### src/rtl/timer_pkg.sv
// Shared types and constants for the microwave timer keypad front end.
package timer_pkg;

    typedef enum logic [1:0] {
        IDLE,
        ENTRY,
        LOAD,
        ARMED
    } loader_state_t;

    localparam logic [1:0] TIMER_DIGITS = 2'd3;
    localparam logic [3:0] TENS_MAX     = 4'd5;
    localparam logic [3:0] BCD_MAX      = 4'd9;

    function automatic logic is_bcd(input logic [3:0] d);
        return (d <= BCD_MAX);
    endfunction

endpackage

### src/rtl/keypad_loader_if.sv
// Keypad/strobe inputs and counter-chain load/enable outputs of the keypad loader.
interface keypad_loader_if;

    logic       key_valid;
    logic [3:0] key_digit;
    logic       start;
    logic       cancel;
    logic       timer_zero;
    logic       loadn;
    logic [3:0] data_ones;
    logic [3:0] data_tens;
    logic [3:0] data_mins;
    logic       en;
    logic       done;
    logic       key_err;

    modport slave (
        input  key_valid, key_digit, start, cancel, timer_zero,
        output loadn, data_ones, data_tens, data_mins, en, done, key_err
    );

    modport master (
        output key_valid, key_digit, start, cancel, timer_zero,
        input  loadn, data_ones, data_tens, data_mins, en, done, key_err
    );

endinterface

### src/rtl/bcd_entry_shift.sv
// Three-digit BCD entry buffer: new digits enter at ones and push older ones left.
module bcd_entry_shift (
    input  logic       i_clk,
    input  logic       i_clr,
    input  logic       i_shift,
    input  logic [3:0] i_digit,
    output logic [3:0] o_ones,
    output logic [3:0] o_tens,
    output logic [3:0] o_mins,
    output logic [1:0] o_count
);

    logic [3:0] r_ones;
    logic [3:0] r_tens;
    logic [3:0] r_mins;
    logic [1:0] r_count;

    always_ff @(posedge i_clk) begin
        if (i_clr) begin
            r_ones  <= 4'd0;
            r_tens  <= 4'd0;
            r_mins  <= 4'd0;
            r_count <= 2'd0;
        end else if (i_shift) begin
            r_ones  <= i_digit;
            r_tens  <= r_ones;
            r_mins  <= r_tens;
            r_count <= r_count + 2'd1;
        end
    end

    assign o_ones  = r_ones;
    assign o_tens  = r_tens;
    assign o_mins  = r_mins;
    assign o_count = r_count;

endmodule

### src/rtl/keypad_loader.sv
// Keypad entry FSM that loads and enables the mod-10/mod-6/mod-10 timer chain.
// Optional feature macro: KEYPAD_LOADER_TENS_CHECK_EN (reject keys that would put >5 in tens).
module keypad_loader
    import timer_pkg::*;
#(
    parameter int LOAD_CYCLES = 1
) (
    input logic             clock,
    input logic             clear,
    keypad_loader_if.slave  kl
);

    loader_state_t r_state;
    logic          r_loadn;
    logic          r_en;
    logic          r_done;
    logic          r_arm_first;
    logic [3:0]    r_load_cnt;
`ifdef KEYPAD_LOADER_TENS_CHECK_EN
    logic          r_key_err;
    logic          w_key_rej;
`endif

    logic [3:0] w_ones;
    logic [3:0] w_tens;
    logic [3:0] w_mins;
    logic [1:0] w_count;
    logic       w_key_ok;
    logic       w_tens_ok;
    logic       w_start_ok;
    logic       w_cancel;
    logic       w_zero_hit;
    logic       w_buf_zero;
    logic       w_key_slot;
    logic       w_shift;
    logic       w_buf_clr;

    bcd_entry_shift u_shift (
        .i_clk   (clock),
        .i_clr   (w_buf_clr),
        .i_shift (w_shift),
        .i_digit (kl.key_digit),
        .o_ones  (w_ones),
        .o_tens  (w_tens),
        .o_mins  (w_mins),
        .o_count (w_count)
    );

    // Priority decode: clear > cancel > start > key.
    always_comb begin
        w_key_ok   = kl.key_valid && is_bcd(kl.key_digit);
`ifdef KEYPAD_LOADER_TENS_CHECK_EN
        w_tens_ok  = (w_ones <= TENS_MAX);
`else
        w_tens_ok  = 1'b1;
`endif
        w_buf_zero = (w_ones == 4'd0) && (w_tens == 4'd0) && (w_mins == 4'd0);
        w_start_ok = kl.start && (r_state == ENTRY);
        w_cancel   = kl.cancel && (r_state != IDLE);
        w_zero_hit = (r_state == ARMED) && !r_arm_first && kl.timer_zero && r_loadn;
        w_key_slot = !w_cancel && !w_start_ok && w_key_ok &&
                     ((r_state == IDLE) || ((r_state == ENTRY) && (w_count < TIMER_DIGITS)));
        w_shift    = w_key_slot && w_tens_ok;
`ifdef KEYPAD_LOADER_TENS_CHECK_EN
        w_key_rej  = w_key_slot && !w_tens_ok;
`endif
        w_buf_clr  = clear || w_cancel || w_zero_hit || (w_start_ok && w_buf_zero);
    end

    always_ff @(posedge clock) begin
        if (clear) begin
            r_state     <= IDLE;
            r_loadn     <= 1'b1;
            r_en        <= 1'b0;
            r_done      <= 1'b0;
            r_arm_first <= 1'b0;
            r_load_cnt  <= 4'd0;
`ifdef KEYPAD_LOADER_TENS_CHECK_EN
            r_key_err   <= 1'b0;
`endif
        end else begin
            r_done <= 1'b0;
`ifdef KEYPAD_LOADER_TENS_CHECK_EN
            r_key_err <= w_key_rej;
`endif
            if (w_cancel) begin
                r_state     <= IDLE;
                r_loadn     <= 1'b1;
                r_en        <= 1'b0;
                r_arm_first <= 1'b0;
            end else begin
                case (r_state)
                    IDLE: begin
                        if (w_shift) r_state <= ENTRY;
                    end
                    ENTRY: begin
                        if (w_start_ok) begin
                            if (w_buf_zero) begin
                                r_state <= IDLE;
                            end else begin
                                r_state    <= LOAD;
                                r_loadn    <= 1'b0;
                                r_load_cnt <= 4'(LOAD_CYCLES - 1);
                            end
                        end
                    end
                    LOAD: begin
                        // en rises on the same edge that releases loadn, so the two never overlap.
                        if (r_load_cnt == 4'd0) begin
                            r_state     <= ARMED;
                            r_loadn     <= 1'b1;
                            r_en        <= 1'b1;
                            r_arm_first <= 1'b1;
                        end else begin
                            r_load_cnt <= r_load_cnt - 4'd1;
                        end
                    end
                    ARMED: begin
                        r_arm_first <= 1'b0;
                        if (w_zero_hit) begin
                            r_state <= IDLE;
                            r_en    <= 1'b0;
                            r_done  <= 1'b1;
                        end
                    end
                    default: begin
                        r_state <= IDLE;
                        r_loadn <= 1'b1;
                        r_en    <= 1'b0;
                    end
                endcase
            end
        end
    end

`ifdef KEYPAD_LOADER_TENS_CHECK_EN
    assign kl.data_tens = w_tens;
    assign kl.key_err   = r_key_err;
`else
    function automatic logic [3:0] sat_tens(input logic [3:0] t);
        return (t > TENS_MAX) ? TENS_MAX : t;
    endfunction

    // Unchecked entry can hold 6-9 in tens; clamp it while the mod-6 counter is loading.
    assign kl.data_tens = (r_state == LOAD) ? sat_tens(w_tens) : w_tens;
    assign kl.key_err   = 1'b0;
`endif

    assign kl.loadn     = r_loadn;
    assign kl.en        = r_en;
    assign kl.done      = r_done;
    assign kl.data_ones = w_ones;
    assign kl.data_mins = w_mins;

endmodule
### src/flat_wrapper.sv
// flat-port wrapper written by rule: the top's interface ports become plain ports
module keypad_loader_flat import timer_pkg::*;
#(
    parameter int LOAD_CYCLES = 1
)
  (clock, clear, kl_key_valid, kl_key_digit, kl_start, kl_cancel, kl_timer_zero, kl_loadn, kl_data_ones, kl_data_tens, kl_data_mins, kl_en, kl_done, kl_key_err);
  keypad_loader_if kl_i ();
  input logic clock;
  input logic clear;
  input wire logic [$bits(kl_i.key_valid)-1:0] kl_key_valid;
  input wire logic [$bits(kl_i.key_digit)-1:0] kl_key_digit;
  input wire logic [$bits(kl_i.start)-1:0] kl_start;
  input wire logic [$bits(kl_i.cancel)-1:0] kl_cancel;
  input wire logic [$bits(kl_i.timer_zero)-1:0] kl_timer_zero;
  output wire logic [$bits(kl_i.loadn)-1:0] kl_loadn;
  output wire logic [$bits(kl_i.data_ones)-1:0] kl_data_ones;
  output wire logic [$bits(kl_i.data_tens)-1:0] kl_data_tens;
  output wire logic [$bits(kl_i.data_mins)-1:0] kl_data_mins;
  output wire logic [$bits(kl_i.en)-1:0] kl_en;
  output wire logic [$bits(kl_i.done)-1:0] kl_done;
  output wire logic [$bits(kl_i.key_err)-1:0] kl_key_err;
  assign kl_i.key_valid = kl_key_valid;
  assign kl_i.key_digit = kl_key_digit;
  assign kl_i.start = kl_start;
  assign kl_i.cancel = kl_cancel;
  assign kl_i.timer_zero = kl_timer_zero;
  assign kl_loadn = kl_i.loadn;
  assign kl_data_ones = kl_i.data_ones;
  assign kl_data_tens = kl_i.data_tens;
  assign kl_data_mins = kl_i.data_mins;
  assign kl_en = kl_i.en;
  assign kl_done = kl_i.done;
  assign kl_key_err = kl_i.key_err;
  keypad_loader #(.LOAD_CYCLES(LOAD_CYCLES)) u_core (.clock(clock), .clear(clear), .kl(kl_i));
endmodule
### config.mk
export PLATFORM = sky130hd
export DESIGN_NAME = keypad_loader_flat
export DESIGN_NICKNAME = d
export VERILOG_FILES = /design/src/rtl/timer_pkg.sv /design/src/rtl/keypad_loader_if.sv /design/src/rtl/bcd_entry_shift.sv /design/src/rtl/keypad_loader.sv /design/src/flat_wrapper.sv
export SDC_FILE = /design/constraint.sdc
export NUM_CORES = 1
export LEC_CHECK = 0
export BUFFER_PORTS_ARGS = -buffer_cell sky130_fd_sc_hd__buf_4
export CELL_PAD_IN_SITES_DETAIL_PLACEMENT = 1
export CELL_PAD_IN_SITES_GLOBAL_PLACEMENT = 1
export CORE_UTILIZATION = 37
export DETAILED_ROUTE_END_ITERATION = 16
export GPL_ROUTABILITY_DRIVEN = 0
export GPL_TIMING_DRIVEN = 0
export MAX_ROUTING_LAYER = met4
export PLACE_DENSITY = 0.73
export SLEW_MARGIN = 0
export SYNTH_ARGS = -nofsm -noshare
export SYNTH_HDL_FRONTEND = slang
export SYNTH_SLANG_ARGS = --single-unit
### constraint.sdc
create_clock -name clock -period 1.7 [get_ports clock]
set_input_delay 0.425 -clock clock [delete_from_list [all_inputs] [get_ports clock]]
set_output_delay 0.425 -clock clock [all_outputs]
set_load 0.1 [all_outputs]
Word level (Yosys, flattened, before mapping). Index checks and enable logic that the tools add are counted.

$add $sub $neg: 2. Magnitude comparators: 3. Eq/ne operators: 9. Multiplexer cells: 20. Bitwise gates (word level): 2. Reduce and logical (&&, ||, !) cells: 35.

Operator list (count): 2-to-1 mux 4 bit (5); zero test 4 bit (4); logical AND 1 bit (13); 2-to-1 mux 2 bit (5); case mux 2 bit (4 select lines) (1); case mux 4 bit (2 select lines) (1); AND reduction 4 bit (2); inequality test 2 x 1 -> 1 bit (second input constant) (3); inequality test 2 bit (second input constant) (3); case mux 1 bit (2 select lines) (3); nonzero test 2 bit (3); 2-to-1 mux 1 bit (5); AND reduction 5 bit (1); equality test 2 bit (second input constant) (2); > comparator 4 x 3 -> 1 bit (second input constant) (1); less-or-equal comparator 4 bit (second input constant) (1); logical OR 1 bit (4); subtractor 4 x 1 -> 4 bit (second input constant) (1); zero test 1 bit (3); AND reduction 3 bit (1); OR reduction 3 bit (1); adder 2 x 1 -> 2 bit (second input constant) (1); equality test 2 x 1 -> 1 bit (second input constant) (1); zero test 2 bit (1); other kinds (4) (5).

Flip-flop bits (word level): 24. Output and inout port bits: 16. Word-level logic and storage cells: 81.

Depth between registers and ports, before layout. Gate-level depths: netlist of the first run.

Depth in word-level cells: 8. Mapped depth: 7. Gate-level depth less buffers: 6.

Modules after synthesis. From an unflattened synthesis of the first run, not the netlist that was laid out.

Cells, all modules: 122. Area total of the unflattened synthesis: 1144.8 sq um.

By module, submodules not included: keypad_loader (times used 1, cells an instance 76, area an instance 618.1 sq um); bcd_entry_shift (times used 1, cells an instance 46, area an instance 526.8 sq um).

Worst setup path after synthesis of the first run. No wires, ideal clock.

Kind: register to output. From: reg u_core.r_state[0]. To: out kl_data_tens[3]. Arrival: 2266 ps. Required time: 1275 ps. Path slack: -991 ps. Stages on the path, launching flop included: 5. Cells stage by stage: dfxtp_1 > inv_1 > ha_1 > clkbuf_1 > nor2b_1.

Longest elaborated chain between the ends: 2.

RTL lines: start, declared (line keypad_loader.sv:13) `loader_state_t r_state;`; start signal, assigned (line keypad_loader.sv:72) `r_state <= IDLE;`; start signal, assigned (line keypad_loader.sv:87) `r_state <= IDLE;`; start signal, assigned (line keypad_loader.sv:94) `if (w_shift) r_state <= ENTRY;`; equality test 2 bit (line keypad_loader.sv:145) `assign kl.data_tens = (r_state == LOAD) ? sat_tens(w_tens) : w_tens;`; 2-to-1 mux 4 bit (line keypad_loader.sv:145); end, declared (line flat_wrapper.sv:17) `output wire logic [$bits(kl_i.data_tens)-1:0] kl_data_tens;`.

Every way passes these cells.

Worst setup path in the final report of the first run.
From: reg u_core.r_state[0]. To: out kl_data_tens[1].

The elaborated chain is that of the path after synthesis.

==> results of run 1 <==
-- area by class of cell --
type	instances	area (um2)
Fill cell	378	1456
Multi-Input combinational cell	105	889.6
Sequential cell	24	521.8
Timing Repair Buffer	36	320.3
Buffer	5	62.56
Tap cell	46	57.56
Clock inverter	1	30.03
Inverter	7	28.78
Clock buffer	3	22.52
-- worst min path at each step --
stage / endpoint
3_5_place_dp: u_core.kl.en
3_3_place_gp: u_core.kl.en
5_1_grt: u_core.r_load_cnt[1]
4_1_cts: u_core.r_load_cnt[0]
6_report: u_core.r_load_cnt[2]
2_1_floorplan: u_core.r_arm_first
-- metal layers --
layer	part of all wire	global-route usage	vias to the layer above	wire [um]
met5	0	-	-	0
met4	0.019	0.07619	0	74
met3	0.022	0.03520	8	87
met2	0.53	0.4163	21	2090
met1	0.43	0.2599	577	1675
li1	-	-	589	-
-- layout by cell type, fill, tap and decap left out, types with 2 or more instances in the layout --
cell / instances
clkbuf_4: 3
nand4_1: 3
dfxtp_2: 3
ha_2: 2
nor2_2: 2
nand3_1: 3
nand2b_1: 3
ha_4: 2
nor2b_1: 2
nand3b_1: 2
or4_1: 2
and2_2: 2
buf_12: 4
buf_4: 34
inv_2: 2
inv_1: 4
o21ai_0: 5
nor4_2: 2
ha_1: 4
o21ai_2: 2
nor2_1: 17
dfxtp_4: 10
dfxtp_1: 11
nand2_1: 4
buf_6: 2
a21oi_1: 6
mux2i_1: 14
nor4_1: 3
-- per-stage QoR --
step	TNS [ns]	hold slack (ns)	instance area (um2)	power, mW
after floorplan	-0.1170	0.4608	1390	1.078
after global placement	-2.546	0.4605	1628	1.188
after detailed placement	-3.575	0.4777	1628	1.204
after CTS	-1.677	0.2840	1894	1.712
after global routing	-3.978	0.2927	1933	1.813
final	-1.732	0.3021	1933	1.737
-- power by group through the flow --
stage	registers, mW	clock network, mW	logic (mW)
finish	0.632	0.428	0.677
global route	0.637	0.455	0.721
CTS	0.632	0.438	0.642
detailed placement	0.639	0	0.565
global placement	0.638	0	0.550
floorplan	0.745	0	0.333
-- worst reg2reg max path, cell delays in order, from the launching register on --
cell and delay [ns]:
dfxtp_4 0.39, buf_4 0.14, ha_2 0.23, nand2b_1 0.16, o2111ai_4 0.17, or4_1 0.52, a21oi_1 0.17
-- logic make-up after synthesis --
kind of cell	Yosys count	synth area share
simple gates	54	0.2303
compound gates	27	0.1659
flops	24	0.3640
mux	14	0.1062
buf+inv	12	0.04834
fa+ha+maj	8	0.07583
other cells	1	0.002841
xor+xnor	1	0.006636
-- synth_stat cells, drive strengths merged, types with 2 or more instances --
cell type  number
ha              8
o2111ai         2
dfxtp          24
nor2           19
nand3b          2
nor2b           3
nand2b          4
a21oi           7
and2            3
nor3b           2
o21ai           8
nand4           3
nand3           3
or4             2
nor4            5
buf             4
nand2           4
inv             7
mux2i          14
-- timing repair --
item,CTS,global route
buffers inserted,11,1
setup endpoints to repair,24,27
pin swaps,4,4
hold buffers,0,0
resized for setup,33,11
-- sequential cells by signal, summed over array words and instances, names as in the netlist, named ones only --
| signal | flops |
|---|---|
| u_core.u_shift.o_ones | 4 |
| u_core.kl.en | 1 |
| u_core.r_state | 1 |
| u_core.kl.loadn | 1 |
| u_core.u_shift.o_tens | 4 |
| u_core.kl.done | 1 |
| u_core.u_shift.o_count | 2 |
| u_core.u_shift.o_mins | 4 |
| u_core.r_load_cnt | 4 |
| u_core.r_arm_first | 1 |
==> results.yml, run 1 <==
run_status:
  status: "complete, but fails checks"
  violations: "negative setup slack"
die:
  dieWidth_um: 61.73
  start_util: 0.3894
  ioPinCount: 26
  die_h_um: 61.73
  dieArea_mm2: 0.003811
  rows: 21
  core_area_mm2: 0.003390
min_path:
  whs_path_depth: 2
  holdCritPathClass: "input port to flop"
  hold_start: "clear"
critical_path:
  critical_path_required_ns: 1.27
  crit_cells: 6
  path_max_fanout: 4
  crit-reg2reg-capture: "u_core.r_load_cnt[1]"
  crit_path_end_kind: "output port"
  crit_path_end: "kl_data_tens[1]"
  crit_slowest_cell: "dfxtp_4"
  cp_cell_sequence: "inv_4 > ha_4 > clkbuf_16 > o21ai_2 > and2_4 > buf_12"
  r2r_slack_ns: -0.14
  reg2reg_depth: 6
  startpoint_type: "flop"
  critPathBufInv: 3
  worstReg2RegStart: "u_core.r_state[0]"
  crit_start: "u_core.r_state[0]"
  cp_top_family: "flip-flops"
  crit_type: "flop to output port"
  slowest_delay_ns: 0.40
  arrival_ns: 1.46
timing:
  worst_pin_slew_ns: 0.5621
  hold_violations: 0
  worst_clock_skew_ns: 0.001617
  period_needed_ns: 1.883
  finalMaxSlewViolations: 0
  maxSlewHeadroom: 0.6245
  fin_ws_ns: -0.1827
  rsz0062_at_grt: "yes"
  max_freq_mhz: 531.1
  finalCritPeriodShare: 1.107
  setup_violations: 20
detailed_routing:
  wire_per_inst_um: 17.30
  wl_um: 3928
  drc: 0
  num_vias: 1195
  antenna_left: 0
  first_pass_iters: 4
  viasPerCell: 5.264
  drtIter0Drc: 30
grt:
  gr-total-overflow: 0
  antenna_found_initial: 0
  grt_pass1_wl_um: 6092
  grt_start_max_net_pins: 15
  grt_pass1_vias: 1241
  grt.total_usage: 0.2310
clocking:
  clk_latency_ns: 0.32
  cts_tree: "built"
  path_clk_slew_ns: 0.15
  cts_buffers: 3
  max-clock-path-buffers: 2
  htreeDepth: 1
  clock-sinks: 24
  cts_root_buf: "clkbuf_4"
placed_design:
  pre_cts_slack_ns: -0.2430
  post-dp-hpwl_um: 2524
  port_buffers: 24
  dp.cells: 211
power:
  swShare: 0.3712
  p_sw_mw: 0.6446
  clkPwrFrac: 0.246
  irDropWorstVdd_v: 0.0004763
  combPwrFrac: 0.390
  power_density_mw_per_mm2: 898.4
  leakagePower_nw: 0.8081
  p_int_mw: 1.092
  p_seq_frac: 0.364
flow_run:
  drv_cap: 0
layout:
  fin_cells: 227
  finish.utilization: 0.5703
  n_antenna_cell: 0
  drive_gt1_frac: 0.4917
  fin_nets: 200
  syn_to_final_growth_pct: 46.45
synth:
  synth_area_mm2: 0.001320
  synth_area_leaders: "dfxtp_1 (36%), mux2i_1 (11%), ha_1 (7.6%)"
  yosysWarnings: 0
  synth_top_area_frac: 0.3640
  synth_largest_area_cell: "dfxtp_1"
  async_reset_ff_frac: 0
  synth-main-ff-cell: "dfxtp_1"
  synth_edf_count: 0
  syn_nets: 159
  ys_types: 40
  ys_seq_area_frac: 0.3640
  ys_seq_elements: 24
  syn_avg_cell_area_um2: 9.362
  netlist_instances: 141
No activity file was read; power rests on OpenSTA's default activity.
==> inputs of run 2 (changes only) <==
Settings changed: CORE_MARGIN set to 8, GPL_TIMING_DRIVEN 0 to 1.
==> results.yml, run 2 (synthesis gave the netlist of run 1 again) <==
critical_path:
  cp_cell_sequence: "inv_4 > ha_4 > inv_1 > o21bai_4 > buf_12"
  reg2reg_depth: 8
  crit_path_end_kind: "output port"
  crit_slowest_cell: "dfxtp_4"
  crit-reg2reg-capture: "u_core.u_shift.o_mins[1]"
  r2r_slack_ns: -0.16
  path_max_fanout: 5
  startpoint_type: "flop"
  critical_path_required_ns: 1.27
  slowest_delay_ns: 0.39
  crit_type: "flop to output port"
  arrival_ns: 1.47
timing:
  rsz0062_at_grt: "yes"
  max_freq_mhz: 526.8
  period_needed_ns: 1.898
  worst_clock_skew_ns: 0.007138
  fin_ws_ns: -0.1983
  hold_violations: 0
  setup_tns_ns: -3.053
  finalCritPeriodShare: 1.117
  setup_violations: 25
  finalMaxSlewViolations: 0
min_path:
  whs_path_depth: 2
  hold_path_end: "u_core.r_load_cnt[1]"
  holdCritPathClass: "input port to flop"
  hold_start: "clear"
power:
  clkPwrFrac: 0.227
  irDropWorstVdd_v: 0.0005540
  p_seq_frac: 0.333
  p_sw_mw: 0.7173
  p_int_mw: 1.191
  leakagePower_nw: 0.8970
  combPwrFrac: 0.440
  swShare: 0.3758
  power_density_mw_per_mm2: 909.7
die:
  dieArea_mm2: 0.005735
  dieWidth_um: 75.73
  core_area_mm2: 0.003390
  ioPinCount: 26
  rows: 21
  die_h_um: 75.73
  start_util: 0.3894
layout:
  finalInstanceArea_mm2: 0.002098
  multiInputGateArea_um2: 919.6
  n_fill_cell: 368
  final_common_cell: "buf_4"
  layout_common_cells: "buf_4 (47), nor2_1 (19), mux2i_1 (12)"
  syn_to_final_growth_pct: 58.96
  drive_gt1_frac: 0.5306
  fin_nets: 215
  regArea_um2: 519.2
  n_antenna_cell: 0
clocking:
  clk_latency_ns: 0.34
  path_clk_slew_ns: 0.15
  cts_tree: "built"
  cts_buffers: 3
  cts-hold-fix-buffers: 0
  cts_root_buf: "clkbuf_4"
  htreeDepth: 1
  clock-sinks: 24
  max-clock-path-buffers: 2
grt:
  grt_pass1_vias: 1361
  grt_start_max_net_pins: 15
  gr-total-overflow: 0
  grt.total_usage: 0.1595
  antenna_found_initial: 0
  grt_pass1_wl_um: 6693
placed_design:
  post-dp-hpwl_um: 2948
  dpl_cell_area_mm2: 0.001773
  port_buffers: 24
detailed_routing:
  antenna_left: 0
  drc: 0
  wl_um: 4839
  drtIter0Drc: 48
  viasPerCell: 5.401
  num_vias: 1307
  wire_per_inst_um: 20.00
  first_pass_iters: 4
run_status:
  violations: "negative setup slack"
  status: "complete, but fails checks"
flow_run:
  drv_cap: 0
[run 2: cell count changes in the layout (fill, tap and decap cells not counted), moves of 2 or more]
cell and delta:
buf_4 +13, buf_12 +2, ha_2 -2, ha_4 +2, mux2i_1 -2, mux2i_2 +2, nor2_1 +2, nor2_2 -2
o21ai_0 +2, o21ai_2 -2
[run 2: worst max-delay path by stage]
stage / depth (start not counted) / from / to
6_report: 5 / u_core.r_state[0] / kl_data_tens[0]
2_1_floorplan: 4 / u_core.r_state[0] / kl_data_tens[3]
5_1_grt: 3 / u_core.u_shift.o_tens[3] / kl_data_tens[1]
3_5_place_dp: 6 / u_core.r_state[0] / u_core.r_load_cnt[2]
3_3_place_gp: 6 / u_core.r_load_cnt[0] / u_core.r_load_cnt[2]
4_1_cts: 5 / u_core.r_state[0] / kl_data_tens[2]
[run 2: layer usage]
layer / track usage / vias to the layer above / wire [um]
li1: - / 619 / -
met1: 0.1551 / 638 / 1898
met2: 0.2905 / 32 / 2601
met3: 0.02895 / 18 / 140
met4: 0.09168 / 0 / 198
met5: - / - / 0
[run 2: power groups by stage]
stage	clock (mW)	sequential (mW)	combinational (mW)
finish	0.434	0.636	0.839
floorplan	0	0.745	0.333
global route	0.462	0.641	0.884
CTS	0.439	0.633	0.735
detailed placement	0	0.639	0.656
global placement	0	0.635	0.634
[run 2: final cells by class]
type,count,share of cell area
clock buffers,3,0.01073
repair buffers,56,0.2481
multi-input cells,105,0.4383
flip-flops and latches,24,0.2475
clock inverters,1,0.01431
well taps,46,0.02743
inverters,7,0.01371
[run 2: through the flow]
stage	hold WS, ns	cells	worst slack [ns]	util	power [mW]
after floorplan	0.4608	141	-0.07875	-	1.078
after global placement	0.4565	228	-0.03564	0.5231	1.269
after detailed placement	0.4895	228	-0.1178	0.5231	1.295
after CTS	0.2803	237	-0.1589	0.5843	1.808
after global routing	0.2771	242	-0.2752	0.6190	1.987
final	0.2872	242	-0.1983	0.6190	1.909
[run 2: repair_timing]
action | CTS | global route
cloned | 0 | 1
resized for setup | 32 | 12
setup endpoints to repair | 25 | 25
pin swaps | 8 | 5
setup buffers | 5 | 4
[run 2: worst max-delay path, delay by kind of cell, from the launching register on]
kind,cells,cell delay [ns]
buffers and inverters,3,0.41
DFF,1,0.39
adders and majority gates,1,0.17
AOI/OAI and AO/OA,1,0.16
